==> src/rtl/ddr_mode_framer.sv <==
// ddr_mode_framer: HDR-DDR transmit framer. Fetches a descriptor and
// write payload from the register file and emits framed 20-bit words.
// Ports:
//   i_sys_clk, i_sys_rst_n      clock, async active-low reset
//   i_ddrmode_en, i_regf_base   level enable, descriptor pointer
//   o_regf_rd_en/addr, i_regf_data  register-file read port (1-cycle latency)
//   o_word/_bits/_valid, i_word_ready  framed word stream to serializer
//   o_rd_start, i_rd_done       read-path handoff
//   o_ddr_mode_done             one-cycle completion pulse
module ddr_mode_framer (
  input  logic        i_sys_clk,
  input  logic        i_sys_rst_n,
  input  logic        i_ddrmode_en,
  input  logic [7:0]  i_regf_base,
  output logic        o_regf_rd_en,
  output logic [7:0]  o_regf_addr,
  input  logic [7:0]  i_regf_data,
  output logic [19:0] o_word,
  output logic [4:0]  o_word_bits,
  output logic        o_word_valid,
  input  logic        i_word_ready,
  output logic        o_rd_start,
  input  logic        i_rd_done,
  output logic        o_ddr_mode_done
);

  typedef enum logic [2:0] {
    S_IDLE, S_DESC, S_CMD, S_FETCH,
    S_DATA, S_CRC, S_RD_WAIT, S_DONE
  } state_t;

  state_t      state_q, state_d;
  logic [2:0]  cnt_q, cnt_d;
  logic [7:0]  base_q, base_d;
  logic [7:0]  ptr_q, ptr_d;
  logic        rnw_q, rnw_d;
  logic [6:0]  tgt_q, tgt_d;
  logic [6:0]  cmd_q, cmd_d;
  logic [7:0]  rem_q, rem_d;
  logic [7:0]  hi_q, hi_d;
  logic [4:0]  crc_q, crc_d;
  logic        rd_en_q, rd_en_d;
  logic [7:0]  addr_q, addr_d;
  logic [19:0] word_q, word_d;
  logic [4:0]  bits_q, bits_d;
  logic        valid_q, valid_d;
  logic        rd_start_q, rd_start_d;
  logic        done_q, done_d;
  logic        accept;

  function automatic logic [19:0] frame(
    input logic [1:0]  pre,
    input logic [15:0] pay
  );
    logic p1, p0;
    p1 = ^(pay & 16'hAAAA);
    p0 = ~(^(pay & 16'h5555));
    return {pre, pay, p1, p0};
  endfunction

  // x^5+x^2+1, payload fed MSB first
  function automatic logic [4:0] crc16(
    input logic [4:0]  c_in,
    input logic [15:0] d
  );
    logic [4:0] c;
    logic       fb;
    c = c_in;
    for (int i = 15; i >= 0; i--) begin
      fb = c[4] ^ d[i];
      c  = {c[3:0], 1'b0} ^ (fb ? 5'b00101 : 5'b00000);
    end
    return c;
  endfunction

  assign accept = valid_q & i_word_ready;

  always_comb begin
    state_d    = state_q;
    cnt_d      = cnt_q;
    base_d     = base_q;
    ptr_d      = ptr_q;
    rnw_d      = rnw_q;
    tgt_d      = tgt_q;
    cmd_d      = cmd_q;
    rem_d      = rem_q;
    hi_d       = hi_q;
    crc_d      = crc_q;
    rd_en_d    = 1'b0;
    addr_d     = addr_q;
    word_d     = word_q;
    bits_d     = bits_q;
    valid_d    = valid_q;
    rd_start_d = 1'b0;
    done_d     = 1'b0;

    unique case (state_q)
      S_IDLE: begin
        if (i_ddrmode_en) begin
          state_d = S_DESC;
          base_d  = i_regf_base;
          ptr_d   = i_regf_base + 8'd3;
          cnt_d   = 3'd0;
        end
      end
      // cnt 0..2 issue reads, cnt 2..4 capture the returning bytes
      S_DESC: begin
        cnt_d = cnt_q + 3'd1;
        if (cnt_q <= 3'd2) begin
          rd_en_d = 1'b1;
          addr_d  = base_q + {6'd0, cnt_q[1:0]};
        end
        if (cnt_q == 3'd2) begin
          rnw_d = i_regf_data[7];
          tgt_d = i_regf_data[6:0];
        end
        if (cnt_q == 3'd3) cmd_d = i_regf_data[6:0];
        if (cnt_q == 3'd4) begin
          rem_d   = i_regf_data;
          crc_d   = 5'b11111;
          word_d  = frame(2'b01, {rnw_q, cmd_q, tgt_q, 1'b0});
          bits_d  = 5'd20;
          valid_d = 1'b1;
          state_d = S_CMD;
        end
      end
      S_CMD: begin
        if (accept) begin
          valid_d = 1'b0;
          cnt_d   = 3'd0;
          if (rnw_q) begin
            rd_start_d = 1'b1;
            state_d    = S_RD_WAIT;
          end else if (rem_q == 8'd0) begin
            state_d = S_DONE;
          end else begin
            state_d = S_FETCH;
          end
        end
      end
      S_FETCH: begin
        cnt_d = cnt_q + 3'd1;
        if (cnt_q <= 3'd1) begin
          rd_en_d = 1'b1;
          addr_d  = ptr_q;
          ptr_d   = ptr_q + 8'd1;
        end
        if (cnt_q == 3'd2) hi_d = i_regf_data;
        if (cnt_q == 3'd3) begin
          word_d  = frame(2'b10, {hi_q, i_regf_data});
          bits_d  = 5'd20;
          valid_d = 1'b1;
          state_d = S_DATA;
        end
      end
      S_DATA: begin
        if (accept) begin
          valid_d = 1'b0;
          crc_d   = crc16(crc_q, word_q[17:2]);
          rem_d   = rem_q - 8'd1;
          cnt_d   = 3'd0;
          state_d = (rem_q == 8'd1) ? S_CRC : S_FETCH;
        end
      end
      // first cycle builds the word from the settled CRC
      S_CRC: begin
        if (!valid_q) begin
          word_d  = {2'b01, 4'b1100, crc_q, 9'd0};
          bits_d  = 5'd11;
          valid_d = 1'b1;
        end else if (accept) begin
          valid_d = 1'b0;
          state_d = S_DONE;
        end
      end
      // a done coincident with the start pulse is stale
      S_RD_WAIT: begin
        if (i_rd_done && !rd_start_q) state_d = S_DONE;
      end
      S_DONE: begin
        done_d  = 1'b1;
        state_d = S_IDLE;
      end
      default: state_d = S_IDLE;
    endcase

    if (!i_ddrmode_en && state_q != S_DONE) begin
      state_d    = S_IDLE;
      rd_en_d    = 1'b0;
      addr_d     = 8'd0;
      word_d     = 20'd0;
      bits_d     = 5'd0;
      valid_d    = 1'b0;
      rd_start_d = 1'b0;
      done_d     = 1'b0;
    end
  end

  always_ff @(posedge i_sys_clk or negedge i_sys_rst_n) begin
    if (!i_sys_rst_n) begin
      state_q    <= S_IDLE;
      cnt_q      <= 3'd0;
      base_q     <= 8'd0;
      ptr_q      <= 8'd0;
      rnw_q      <= 1'b0;
      tgt_q      <= 7'd0;
      cmd_q      <= 7'd0;
      rem_q      <= 8'd0;
      hi_q       <= 8'd0;
      crc_q      <= 5'b11111;
      rd_en_q    <= 1'b0;
      addr_q     <= 8'd0;
      word_q     <= 20'd0;
      bits_q     <= 5'd0;
      valid_q    <= 1'b0;
      rd_start_q <= 1'b0;
      done_q     <= 1'b0;
    end else begin
      state_q    <= state_d;
      cnt_q      <= cnt_d;
      base_q     <= base_d;
      ptr_q      <= ptr_d;
      rnw_q      <= rnw_d;
      tgt_q      <= tgt_d;
      cmd_q      <= cmd_d;
      rem_q      <= rem_d;
      hi_q       <= hi_d;
      crc_q      <= crc_d;
      rd_en_q    <= rd_en_d;
      addr_q     <= addr_d;
      word_q     <= word_d;
      bits_q     <= bits_d;
      valid_q    <= valid_d;
      rd_start_q <= rd_start_d;
      done_q     <= done_d;
    end
  end

  assign o_regf_rd_en    = rd_en_q;
  assign o_regf_addr     = addr_q;
  assign o_word          = word_q;
  assign o_word_bits     = bits_q;
  assign o_word_valid    = valid_q;
  assign o_rd_start      = rd_start_q;
  assign o_ddr_mode_done = done_q;

endmodule

==> config.mk <==
export PLATFORM = sky130hd
export DESIGN_NAME = ddr_mode_framer
export DESIGN_NICKNAME = d
export VERILOG_FILES = /design/src/rtl/ddr_mode_framer.sv
export SDC_FILE = /design/constraint.sdc
export NUM_CORES = 1
export LEC_CHECK = 0
export BUFFER_PORTS_ARGS = -buffer_cell sky130_fd_sc_hd__buf_2
export CORE_MARGIN = 2
export CORE_UTILIZATION = 45
export CTS_BUF_LIST = sky130_fd_sc_hd__clkbuf_8
export DETAILED_ROUTE_END_ITERATION = 7
export GPL_TIMING_DRIVEN = 0
export SETUP_SLACK_MARGIN = 0.15
export SLEW_MARGIN = 20
export SYNTH_ARGS = -nofsm -noshare
export SYNTH_HDL_FRONTEND = slang
export SYNTH_SLANG_ARGS = --single-unit
==> constraint.sdc <==
create_clock -name i_sys_clk -period 3.4 [get_ports i_sys_clk]
set_input_delay 0.68 -clock i_sys_clk [delete_from_list [all_inputs] [get_ports i_sys_clk]]
set_output_delay 0.68 -clock i_sys_clk [all_outputs]
set_load 0.005 [all_outputs]
* Word level (Yosys, flattened, before mapping)
Cells that the tools add are included.
** Cells by class
- Add/subtract/negate cells :: 5
- Multipliers :: 0
- Div/mod/pow operators :: 0
- Magnitude comparators :: 2
- Equality and inequality tests :: 29
- Shifts and indexed selects :: 0
- Mux-type cells :: 72
- Bitwise gates (word level) :: 35
- Reduce and logical (&&, ||, !) cells :: 29
** Operators with widths (number)
- two-way mux 3 bit :: 30
- two-way mux 20 bit :: 4
- XOR 5 x 3 -> 5 bit :: 16
- parity 16 bit :: 4
- case mux 20 bit (3 select lines) :: 1
- two-way mux 8 bit :: 7
- case mux 8 bit (2 select lines) :: 3
- inequality test 3 bit (second input constant) :: 12
- two-way mux 5 bit :: 6
- case mux 3 bit (8 select lines) :: 1
- XOR 1 bit :: 16
- equality test 3 bit (second input constant) :: 5
- two-way mux 1 bit :: 15
- case mux 5 bit (3 select lines) :: 1
- equality test 3 x 2 -> 1 bit (second input constant) :: 4
- AND reduction 3 bit :: 4
- case mux 5 bit (2 select lines) :: 1
- case mux 3 bit (3 select lines) :: 1
- adder 8 x 1 -> 8 bit (second input constant) :: 1
- adder 8 x 2 -> 8 bit :: 1
- adder 8 x 2 -> 8 bit (second input constant) :: 1
- equality test 8 x 1 -> 1 bit (second input constant) :: 1
- logical NOT 8 bit :: 1
- inequality test 2 bit (second input constant) :: 4
- 22 further kinds :: 32
** Storage, ports and cells
- Flip-flop bits (word level) :: 95
- Bits in latches :: 0
- Memory bits (writable) :: 0
- ROM bits :: 0
- Bits of input ports :: 21
- Output and inout bits :: 37
- Logic and storage cells :: 189
- Memories :: 0

* Logic depth before layout (Yosys ltp)
Gate-level depths: netlist of run 1.
- Depth in word-level cells :: 50
- Depth in mapped cells :: 8
- Depth with buffers taken out :: 7

* Worst setup path before layout of run 1
Ideal clock, no wire load.
- Kind :: register -> register
- Start :: reg crc_q[2]
- End :: reg crc_q[4]
- Library setup time :: 82 ps
- Arrival :: 2017 ps
- Data required time :: 3318 ps
- Path slack :: 1301 ps
- Cell stages (with the launch flop) :: 6
- Path buffers :: 0
- Period minus slack after synthesis :: 2099 ps
- Cells stage by stage :: dfstp_2 > xnor3_1 > xor3_1 > xnor3_1 > and3_1 > nor3_1
** Between the ends
- Cells in the longest elaborated chain, start to end :: 26
- Elaborated cells between the ends (all ways) :: 32
- Classes of those cells :: 9 x mux; 23 x bitwise
** RTL lines
- start: declaration :: RTL line 41 : logic [4:0] crc_q, crc_d;
- start signal: assignment :: RTL line 228 : crc_q <= crc_d;
- XOR 5 x 3 -> 5 bit (*) (2 in a row) :: RTL line 71 : c = {c[3:0], 1'b0} ^ (fb ? 5'b00101 : 5'b00000);
- XOR 1 bit (*) :: RTL line 70 : fb = c[4] ^ d[i];
- two-way mux 3 bit (*) :: RTL line 71
- XOR 5 x 3 -> 5 bit (*) (3 in a row) :: RTL line 71
- XOR 1 bit or XOR 5 x 3 -> 5 bit (tied branches) :: RTL line 70, 71
- two-way mux 3 bit or XOR 5 x 3 -> 5 bit (tied branches) :: RTL line 71
- XOR 5 x 3 -> 5 bit (*) (3 in a row) :: RTL line 71
- XOR 1 bit or XOR 5 x 3 -> 5 bit (tied branches) :: RTL line 70, 71
- two-way mux 3 bit or XOR 5 x 3 -> 5 bit (tied branches) :: RTL line 71
- XOR 5 x 3 -> 5 bit (*) (3 in a row) :: RTL line 71
- XOR 1 bit or XOR 5 x 3 -> 5 bit (tied branches) :: RTL line 70, 71
- two-way mux 3 bit or XOR 5 x 3 -> 5 bit (tied branches) :: RTL line 71
- XOR 5 x 3 -> 5 bit (*) (5 in a row) :: RTL line 71
- two-way mux 5 bit (*) :: RTL line 157 : if (accept) begin
- case mux 5 bit (2 select lines) (*) :: RTL line 97 : unique case (state_q)
Mark *: on every way between the ends. The rest lies on a longest branch, timed or not. The select of a mux whose other input is x is not followed.
A chain may end at the register's enable or synchronous reset.

* Worst setup path in the final report of run 1
- Start :: reg state_q[2]
- End :: reg word_q[0], in the netlist o_word[0]
** Between the ends
- Cells in the longest elaborated chain, start to end :: 4
- Elaborated cells between the ends (all ways) :: 12
- Classes of those cells :: 7 x eq/ne; 2 x mux; 3 x reduce/logical
** RTL lines
- start: declaration :: RTL line 32 : state_t state_q, state_d;
- start signal: assignment :: RTL line 219 : state_q <= state_d;
- inequality test 3 bit :: RTL line 187 : if (!i_ddrmode_en && state_q != S_DONE) begin
- logical AND 1 bit :: RTL line 187
- inequality test 3 bit (no source line) or nonzero test 4 bit (tied branches)
- AND reduction 4 bit (no source line)
- end signal: assignment :: RTL line 231 : word_q <= word_d;
- end: declaration :: RTL line 44 : logic [19:0] word_q, word_d;
Parallel ways exist; a longest one is shown, timed or not.

==> summary.txt, run 1 <==
GRT
  – Global route overflow: 0
  – Vias in the first global route: 4377
  – Met2 Usage GRT: 35.2%
  – Initial antenna violation count: 0
  – Largest net degree at the start of global routing: 69
  – Met3 Track Usage GR: 3.43%
  – All-Layer GR Usage: 23.6%
  – Grt peak-use layer: met2
  – Routing usage on met1: 35.1%
  – First-pass GRT wire length: 23.5 mm

Synth
  – Mapped Area: 0.00537 mm^2
  – Post-synthesis mux area share: 6.50%
  – Simple-gate share of the synthesized area: 12.4%
  – Main combinational cell family by area after synthesis: compound AO/OA/AOI/OAI gates
  – Top cell type's share of synthesized area: 40.5%
  – Prevailing post-synth register cell: dfrtp_1
  – Number of synthesized flops with an enable pin: 0
  – Warnings from Yosys: 0
  – Top cell type by total area after synthesis: dfrtp_1
  – XOR/XNOR share of the synthesized area: 13.5%
  – Yosys reg bits: 92
  – Area fraction in compound gates after synthesis: 17.9%
  – Cells after Synth: 536
  – Avg Inst Size Synth: 10.0 um^2
  – Asr flop ratio synth: 100%
  – Distinct cells, synth: 55
  – Sequential share of the synthesized area: 43.0%
  – Adder-cell share of the synthesized area: 3.17%
  – Synth area leaders: dfrtp_1 (41%), xnor2_1 (7.2%), mux2_2 (6.5%), nand2_1 (4.1%), a21oi_1 (3.7%)
  – Syn Nets: 570

Timing
  – Final Hold Violating Endpoints: 0
  – Total Negative Setup Slacks: 0 ns
  – Max Freq: 0.374 GHz
  – RSZ-0062 raised after global routing: no
  – Slack of the critical path: 0.724 ns
  – Clock skew: 0.0120 ns
  – Fin crit share: 78.7%
  – Final slew viol count: 0
  – Worst-Margin Slew: 0.997 ns
  – Min Tclk post-route: 2.68 ns
  – Max-slew headroom: 33.3%
  – Final setup fails: 0

Place
  – GP Congestion: 0.894
  – Placed cell count: 736
  – Pre-CTS setup slack: 0.786 ns
  – Hpwl dp: 10.7 mm
  – Port bufs: 56

Floorplan
  – I/O pin total: 58
  – Height of the die: 113 um
  – Initial core utilization: 46.6%
  – Die Area: 0.0128 mm^2
  – Std-Cell Rows: 39
  – Core box area: 0.0115 mm^2
  – DIE WIDTH: 113 um

Power and ir drop
  – Clk pwr share: 12.2%
  – Design Power: 7190 uW
  – Share of power burned in registers: 29.5%
  – Worst VDD drop: 645 uV
  – Gate power share: 58.4%
  – Pleak: 0.00271 uW
  – Sw frac: 41.0%
  – NetSw: 2950 uW
  – P_int: 4240 uW
  – Pwr Density: 1180 mW/mm^2

Critical path
  – Crit path max fanout: 10
  – Kind of critical path: reg2reg
  – Crit-path leading delay family: buffers and inverters
  – Slowest CP cell: nor2_1
  – Critical path data arrival time: 2.97 ns
  – Worst EP required: 3.70 ns
  – Worst Setup End Kind: flip-flop
  – Startpoint types: flip-flop
  – CP max stage delay: 0.60 ns
  – CP most frequent cell: clkbuf_1
  – Critical path cell sequence: clkbuf_1, buf_2, nor2_1, clkbuf_1, buf_1, a22oi_1, o31ai_1
  – Buf+Inv Stages, Crit Path: 4

Worst hold path
  – Hold Path Class: in2async

Layout
  – Diodes inserted: 0
  – Nets: 638
  – Layout cells sized above 1: 19.4%
  – Finished Layout Cells: 752
  – Most frequent cells in the layout: dfrtp_1 (87), nand2_1 (59), buf_2 (56)
  – Fill count: 1078
  – P&R area growth vs syn: 13.6%
  – Commonest non-fill, non-tap cell in the layout: dfrtp_1

Clocking
  – CTS tree: yes
  – Post-CTS Setup Repair Bufs: 0
  – Hold Buf Count CTS: 0
  – Worst-path clk slew: 0.10 ns
  – H-tree depth: 3
  – Clock Path Buffers: 2
  – Worst-Skew Late Latency: 0.38 ns
  – TritonCTS Sinks: 92
  – Clk root buf: clkbuf_8
  – Post-cts resize count: 0
  – CTS Buf Count: 9

Route
  – Drc violations: 6
  – Iter 0 DRT Violations: 303
  – WL/cell: 19.2 um
  – Via density: 5.87
  – Drt pass-1 iters: 6
  – Vias: 4415
  – ANT nets after route: 0
  – WL final: 14.4 mm

Status
  – Run status: complete, but fails checks
  – Failing checks: DRC

Job
  – Max_cap viols: 0
power by group through the flow:
stage	logic, uW	registers (uW)	clock network (uW)
after detailed placement	4160	2130	0
after global placement	4090	2110	0
after global routing	4600	2200	935
final	4200	2120	875
after floorplan	3230	2010	0
after CTS	4190	2110	893
path summary, 6_finish.rpt:
kind	from	endpoint	slack [ns]	cells after the start
setup / recovery	state_q[2]$_DFFE_PN0P_	o_word[0]$_DFFE_PN0P_	0.72	7
max in group asynchronous	i_sys_rst_n	crc_q[3]$_DFFE_PN1P_	2.60	2
hold / removal	i_sys_rst_n	o_ddr_mode_done$_DFF_PN0_	0.15	1
hold reg to reg	o_word[0]$_DFFE_PN0P_	o_word[0]$_DFFE_PN0P_	0.48	2
setup reg to reg	state_q[2]$_DFFE_PN0P_	o_word[0]$_DFFE_PN0P_	0.72	7
min in group i_sys_clk	o_word[0]$_DFFE_PN0P_	o_word[0]$_DFFE_PN0P_	0.48	2
stage by stage:
| step | utilization [%] | hold WS [ns] | instance area, um^2 |
|---|---|---|---|
| finish | 53.0 | 0.150 | 6100 |
| global route | 53.0 | 0.154 | 6100 |
| CTS | 52.9 | 0.138 | 6100 |
| detailed placement | 50.9 | 0.468 | 5860 |
| global placement | 50.6 | 0.457 | 5830 |
| floorplan | - | 0.384 | 5370 |
synth_stat cells (9+ instances only):
| library cell | number |
|---|---|
| dfrtp_1 | 87 |
| nand2_1 | 59 |
| xnor2_1 | 44 |
| a21oi_1 | 40 |
| mux2_2 | 31 |
| nor2_1 | 31 |
| clkbuf_1 | 25 |
| o21ai_0 | 23 |
| o31ai_1 | 19 |
| a22o_1 | 17 |
| inv_1 | 15 |
| nand3_1 | 15 |
| a22oi_1 | 12 |
| ha_1 | 12 |
| xor2_1 | 10 |
| nor3_1 | 9 |
flip-flops by register name (all words and copies together) (netlist names), 2 cells and up:
register / cells
o_word_bits: 2
tgt_q: 7
cnt_q: 3
base_q: 8
crc_q: 5
cmd_q: 7
o_word: 20
ptr_q: 8
rem_q: 8
state_q: 3
hi_q: 8
o_regf_addr: 8
kinds of logic (layout without fill, tap and decap cells):
kind of cell | after synthesis | count (layout)
xor gates and xnor gates | 65 | 65
buffers and inverters | 47 | 120
DFF | 92 | 92
adders and majority gates | 13 | 13
muxes | 31 | 31
AOI/OAI and AO/OA | 144 | 144
and+or+nand+nor | 144 | 144
routing by layer:
metal,vias up,wire length (um)
li1,2072,-
met1,2223,7300
met2,100,6390
met3,20,467
met4,0,263
met5,-,0
final cells by class:
class	count	area [um^2]	share of cell area [%]
buffer	32	133	2.17
clock inverter	5	82.6	1.35
clock buffer	11	151	2.48
tap	143	179	2.93
timing repair buffer	57	314	5.15
multi-input combinational	397	2880	47.2
inverter	15	56.3	0.923
sequential	92	2310	37.8
Power figures use the tool's default switching activity.
==> run 2: changes to the inputs <==
Settings changed: ABC_AREA set to 1, PLACE_DENSITY set to 0.66.
Clock period 3.4 ns to 2.4 ns, I/O delays scaled along.
==> run 2 against run 1 <==
Die area increased by 4.0%; fmax rose by 28%; critical path type unchanged; first-iteration DRC count increased by 55%; critical endpoint is now cnt_q[1]$_DFFE_PN0P_; the run now ends clean; clock skew is 0.0036 ns lower.
==> summary.txt, run 2 <==
Floorplan
  – DIE WIDTH: 115 um (+2.0%)
  – Die Area: 0.0133 mm^2 (+4.0%)
  – Height of the die: 115 um (+2.0%)
  – Initial core utilization: 46.4% (-0.27 points)
  – I/O pin total: 58 (unchanged)
  – Core box area: 0.0121 mm^2 (+4.7%)
  – Std-Cell Rows: 40 (+2.6%)

Synth
  – Number of synthesized flops with an enable pin: 0 (unchanged)
  – Syn Nets: 760 (+33%)
  – Count leader, synth: nand2_1
  – Yosys reg bits: 92 (unchanged)
  – Avg Inst Size Synth: 7.70 um^2 (-23%)
  – Most frequent cells after synthesis: nand2_1 (166), inv_1 (91), dfrtp_1 (87)
  – Top cell type's share of synthesized area: 38.9% (-1.6 points)
  – Mapped Area: 0.00559 mm^2 (+4.1%)
  – Area fraction in compound gates after synthesis: 16.7% (-1.2 points)
  – XOR/XNOR share of the synthesized area: 6.11% (-7.4 points)
  – Warnings from Yosys: 0 (unchanged)
  – Prevailing post-synth register cell: dfrtp_1
  – Post-synthesis mux area share: 0% (-6.5 points)
  – Synth area leaders: dfrtp_1 (39%), nand2_1 (11%), o21ai_0 (7.6%), inv_1 (6.1%), nand3_1 (5.3%)
  – Main combinational cell family by area after synthesis: simple AND/OR/NAND/NOR gates
  – Adder-cell share of the synthesized area: 3.04% (-0.13 points)
  – Asr flop ratio synth: 100% (unchanged)
  – Sequential share of the synthesized area: 41.3% (-1.7 points)
  – Distinct cells, synth: 45 (-18%)
  – Top cell type by total area after synthesis: dfrtp_1
  – Simple-gate share of the synthesized area: 23.8% (+11 points)
  – Cells after Synth: 726 (+35%)

GRT
  – Vias in the first global route: 4978 (+14%)
  – Initial antenna violation count: 0 (unchanged)
  – Global route overflow: 0 (unchanged)
  – First-pass GRT wire length: 24.6 mm (+4.9%)
  – Largest net degree at the start of global routing: 67 (-2.9%)
  – All-Layer GR Usage: 23.9% (+0.33 points)

Layout
  – Diodes inserted: 0 (unchanged)
  – Area of the multi-input gates: 0.00278 mm^2 (-3.4%)
  – Max reg flops: 20 (unchanged)
  – Final Util: 52.5% (-0.46 points)
  – Most frequent cells in the layout: nand2_1 (166), inv_1 (92), dfrtp_1 (87)
  – Layout cells sized above 1: 16.9% (-2.5 points)
  – Fill count: 1182 (+9.6%)
  – P&R area growth vs syn: 13.3%
  – Commonest non-fill, non-tap cell in the layout: nand2_1
  – Nets: 830 (+30%)
  – Finished Layout Cells: 969 (+29%)
  – Sequential Area: 0.00231 mm^2 (unchanged)

Timing
  – Max-slew headroom: 48.2% (+15 points)
  – Final Hold Violating Endpoints: 0 (unchanged)
  – Final slew viol count: 0 (unchanged)
  – Fin crit share: 87.4% (+8.7 points)
  – Worst-Margin Slew: 0.775 ns (-0.221 ns)
  – Final setup fails: 0 (unchanged)
  – Min Tclk post-route: 2.10 ns (-0.579 ns)
  – Max Freq: 0.477 GHz (+28%)
  – RSZ-0062 raised after global routing: no
  – Clock skew: 0.00844 ns (-0.00357 ns)

Route
  – Drc violations: 0 (-6)
  – Vias: 5207 (+18%)
  – WL/cell: 15.5 um (-19%)
  – Iter 0 DRT Violations: 470 (+55%)
  – ANT nets after route: 0 (unchanged)
  – WL final: 15.0 mm (+4.1%)
  – Drt pass-1 iters: 5 (-1)
  – Via density: 5.37 (-8.5%)

Critical path
  – Kind of critical path: reg2reg
  – Critical path cell sequence: inv_1, nor2_1, nand2_1, buf_4, nand2_1, a2111oi_1, o21ai_0
  – Crit-path leading delay family: compound AO/OA/AOI/OAI gates
  – CP max stage delay: 0.70 ns (+0.10 ns)
  – Worst-case reg-to-reg path depth: 7 (unchanged)
  – Startpoint types: flip-flop
  – Buf+Inv Stages, Crit Path: 2 (-2)
  – Crit path max fanout: 10 (unchanged)
  – Critical path data arrival time: 2.34 ns (-0.63 ns)
  – Worst EP required: 2.64 ns (-1.06 ns)
  – CP most frequent cell: nand2_1
  – Critical path depth: 7 (unchanged)
  – Worst Setup End Kind: flip-flop
  – Slowest CP cell: a2111oi_1

Clocking
  – Post-CTS Setup Repair Bufs: 0 (unchanged)
  – Clock Path Buffers: 2 (unchanged)
  – Worst-path clk slew: 0.09 ns (about the same)
  – Worst-Skew Late Latency: 0.39 ns (about the same)
  – CTS tree: yes
  – H-tree depth: 3 (unchanged)
  – Clk root buf: clkbuf_8
  – CTS Buf Count: 9 (unchanged)
  – TritonCTS Sinks: 92 (unchanged)

Power and ir drop
  – Pleak: 0.00320 uW (+18%)
  – Worst VDD drop: 545 uV (-15%)
  – Pwr Density: 1500 mW/mm^2 (+27%)
  – Design Power: 9500 uW (+32%)

Status
  – Run status: finished, final reports clean

Worst hold path
  – Hold path cells: 3
  – Hold Path Class: in2reg

Place
  – Hpwl dp: 11.5 mm (+7.0%)
  – Port bufs: 57 (+1.8%)
  – Placed cell count: 952 (+29%)
  – GP Congestion: 0.902 (+1.0%)

Job
  – Max_cap viols: 0 (unchanged)
run 2: layout make-up:
cell class	instances	share of cell area [%]
buffer	20	1.72
multi-input combinational	509	43.9
timing repair buffer	59	5.19
inverter	105	6.28
clock inverter	5	0.810
sequential	92	36.4
tap	168	3.32
clock buffer	11	2.39
run 2: worst register-to-register path: stages (launching register included):
cell	delay [ns]
dfrtp_1	0.44
inv_1	0.10
nor2_1	0.07
nand2_1	0.14
buf_4	0.23
nand2_1	0.12
a2111oi_1	0.70
o21ai_0	0.16
run 2: path summary, 6_finish.rpt:
kind                       slack (ns)                       end              startpoint
min in group asynchronous        0.52  o_word_valid$_DFFE_PN0P_             i_sys_rst_n
setup reg to reg                 0.30      cnt_q[1]$_DFFE_PN0P_  state_q[0]$_DFFE_PN0P_
max in group asynchronous        1.22      crc_q[3]$_DFFE_PN1P_             i_sys_rst_n
setup / recovery                 0.30      cnt_q[1]$_DFFE_PN0P_  state_q[0]$_DFFE_PN0P_
hold reg to reg                  0.50     base_q[0]$_DFFE_PN0P_   base_q[0]$_DFFE_PN0P_
hold / removal                   0.38     base_q[6]$_DFFE_PN0P_          i_regf_base[6]
run 2: logic make-up (layout without fill, tap and decap cells):
group	after synthesis	in the layout
AOI/OAI and AO/OA	161	161
xor gates and xnor gates	39	39
and+or+nand+nor	296	296
buffers and inverters	125	200
DFF	92	92
adders and majority gates	13	13
run 2: through the flow:
step / setup slack [ns] / hold slack, ns / instance area (um^2) / TNS, ns
after floorplan: 0.652 / 0.184 / 5590 / 0
after global placement: -0.0877 / 0.477 / 6090 / -6.94
after detailed placement: 0.246 / 0.369 / 6120 / 0
after CTS: 0.228 / 0.377 / 6330 / 0
after global routing: 0.158 / 0.396 / 6340 / 0
final: 0.302 / 0.383 / 6340 / 0
run 2: what timing repair did:
action	4_1_cts	5_1_grt
setup endpoints to repair	0	8
hold endpoints to repair	26	0
resized for setup	0	1
hold buffers	1	0
run 2: where the power goes:
part	switching (uW)	total [uW]	internal [uW]
clock	577	1110	532
combinational	3460	5510	2060
sequential	640	2880	2240
total	4670	9500	4830
run 2: per-layer routing:
| metal | up-vias | routed length (um) | GRT usage, % |
|---|---|---|---|
| li1 | 2516 | - | - |
| met2 | 174 | 6970 | 38.1 |
| met4 | 0 | 354 | 9.88 |
| met1 | 2489 | 6910 | 32.6 |
| met5 | - | 0 | 0 |
| met3 | 28 | 778 | 3.77 |
==> run 3: changes to the inputs <==
Settings changed: PLACE_DENSITY 0.66 to 0.68, SLEW_MARGIN 20 to unset.
==> run 3 against run 2 <==
Flip-flop and latch count unchanged; critical path depth unchanged; power increased by 0.36%; wire length decreased by 0.99%; hold slack got worse by 0.29 ns; fmax increased by 0.13%; non-clock buffer count decreased by 1; largest cell class unchanged; die area unchanged; combinational power about the same; clock skew about the same; global-route usage decreased by 0.12 points; register-to-register slack about the same.
==> summary.txt, run 3 (synthesis results as in run 2) <==
Status
  – Run status: finished, final reports clean

Layout
  – Commonest non-fill, non-tap cell in the layout: nand2_1
  – Sequential Area: 0.00231 mm^2 (unchanged)
  – Final Util: 52.5% (about the same)
  – Fill count: 1142 (-3.4%)
  – Layout cells sized above 1: 16.9% (+0.021 points)
  – Finished Layout Cells: 968 (-0.10%)
  – Most frequent cells in the layout: nand2_1 (166), inv_1 (92), dfrtp_1 (87)
  – P&R area growth vs syn: 13.2% (about the same)
  – Diodes inserted: 0 (unchanged)
  – Max reg flops: 20 (unchanged)
  – Area of the multi-input gates: 0.00278 mm^2 (unchanged)
  – Nets: 829 (-0.12%)
  – Post-route cell area: 0.00633 mm^2 (about the same)

Critical path
  – Worst EP required: 2.63 ns (about the same)
  – Startpoint types: flip-flop
  – Kind of critical path: reg2reg
  – Crit path max fanout: 10 (unchanged)
  – Critical path data arrival time: 2.33 ns (about the same)
  – Worst Setup End Kind: flip-flop

Timing
  – Total Negative Setup Slacks: 0 ns (unchanged)
  – Final Hold Violating Endpoints: 0 (unchanged)
  – Final setup fails: 0 (unchanged)
  – Max Freq: 0.477 GHz (+0.13%)
  – Worst-Margin Slew: 0.775 ns (+0.000121 ns)
  – Clock skew: 0.00851 ns (+0.0000689 ns)
  – Min Tclk post-route: 2.09 ns (-0.00277 ns)
  – RSZ-0062 raised after global routing: no
  – Fin crit share: 87.3% (-0.12 points)
  – Final slew viol count: 0 (unchanged)
  – Max-slew headroom: 48.2% (about the same)

GRT
  – All-Layer GR Usage: 23.8% (-0.12 points)
  – First-pass GRT wire length: 24.7 mm (+0.39%)
  – Initial antenna violation count: 0 (unchanged)
  – Largest net degree at the start of global routing: 51 (-24%)
  – Global route overflow: 0 (unchanged)
  – Vias in the first global route: 4979 (+0.020%)

Job
  – Max_cap viols: 0 (unchanged)

Power and ir drop
  – Share of power burned in registers: 30.2% (about the same)
  – Pwr Density: 1510 mW/mm^2 (+0.42%)
  – Clk pwr share: 11.9% (+0.2 points)
  – Pleak: 0.00320 uW (about the same)
  – Worst VDD drop: 614 uV (+13%)
  – Gate power share: 57.9% (about the same)
  – Sw frac: 49.0% (-0.17 points)
  – NetSw: 4670 uW (about the same)
  – P_int: 4870 uW (+0.70%)

Floorplan
  – Core box area: 0.0121 mm^2 (unchanged)
  – I/O pin total: 58 (unchanged)
  – Die Area: 0.0133 mm^2 (unchanged)
  – Height of the die: 115 um (unchanged)
  – DIE WIDTH: 115 um (unchanged)
  – Initial core utilization: 46.4% (unchanged)
  – Std-Cell Rows: 40 (unchanged)

Route
  – ANT nets after route: 0 (unchanged)
  – Drc violations: 0 (unchanged)
  – WL final: 14.9 mm (-0.99%)
  – Via density: 5.35 (-0.43%)
  – Drt pass-1 iters: 8 (+3)
  – WL/cell: 15.3 um (-0.89%)
  – Iter 0 DRT Violations: 438 (-6.8%)
  – Vias: 5179 (-0.54%)

Clocking
  – Clk root buf: clkbuf_8
  – TritonCTS Sinks: 92 (unchanged)
  – Clock Path Buffers: 2 (unchanged)
  – H-tree depth: 3 (unchanged)
  – Post-cts resize count: 0 (unchanged)
  – Worst-Skew Late Latency: 0.38 ns (about the same)
  – CTS tree: yes
  – Hold Buf Count CTS: 0 (-1)
  – Worst-path clk slew: 0.09 ns (about the same)
  – CTS Buf Count: 9 (unchanged)
  – Post-CTS Setup Repair Bufs: 0 (unchanged)

Place
  – DP Area: 0.00612 mm^2 (about the same)
  – Port bufs: 57 (unchanged)
  – Hpwl dp: 11.3 mm (-1.3%)
  – GP Congestion: 0.910 (+0.89%)
  – Placed cell count: 952 (unchanged)

Worst hold path
  – Hold Path Class: in2async
[run 3: final timing paths]
check                      cells after the start                     end                    from  slack (ns)
max                                            7    cnt_q[1]$_DFFE_PN0P_  state_q[0]$_DFFE_PN0P_        0.31
min                                            1  state_q[1]$_DFFE_PN0P_             i_sys_rst_n         0.1
max reg2reg                                    7    cnt_q[1]$_DFFE_PN0P_  state_q[0]$_DFFE_PN0P_        0.31
min reg2reg                                    2   base_q[0]$_DFFE_PN0P_   base_q[0]$_DFFE_PN0P_        0.50
max in group asynchronous                      2    cmd_q[1]$_DFFE_PN0P_             i_sys_rst_n        1.65
min in group i_sys_clk                         3   base_q[6]$_DFFE_PN0P_          i_regf_base[6]        0.39
[run 3: layout make-up]
class                   instances  share of cell area [%]
multi-input cells             509                    43.9
flip-flops and latches         92                    36.5
inverters                     105                    6.28
repair buffers                 58                    4.98
well taps                     168                    3.32
clock buffers                  12                    2.61
plain buffers                  20                    1.72
clock inverters                 4                   0.751
[run 3: critical path, stage by stage (launching register included)]
cell and delay [ns]:
dfrtp_1 0.43, inv_1 0.10, nor2_1 0.07, nand2_1 0.12, buf_4 0.22, nand2_1 0.13
a2111oi_1 0.70, o21ai_0 0.18
[run 3: per-stage QoR]
step | power (uW) | setup slack [ns] | hold WS, ns
after floorplan | 6920 | 0.652 | 0.184
after detailed placement | 8360 | 0.258 | 0.484
after global routing | 10500 | 0.178 | 0.133
final | 9540 | 0.305 | 0.0962
after global placement | 8160 | -0.0900 | 0.476
after CTS | 9520 | 0.244 | 0.118
[run 3: power by group through the flow]
stage                     clock [uW]  sequential, uW  combinational (uW)
final                           1130            2880                5520
after global routing            1230            2970                6310
after CTS                       1160            2870                5490
after detailed placement           0            2900                5470
after global placement             0            2860                5300
after floorplan                    0            2760                4170
[run 3: metal layers]
| layer | part of all wire, % | GRT usage (%) | up-vias |
|---|---|---|---|
| li1 | - | - | 2513 |
| met1 | 45 | 33.6 | 2457 |
| met2 | 48 | 37.3 | 184 |
| met3 | 5.7 | 3.71 | 25 |
| met4 | 1.7 | 8.27 | 0 |
| met5 | 0 | 0 | - |
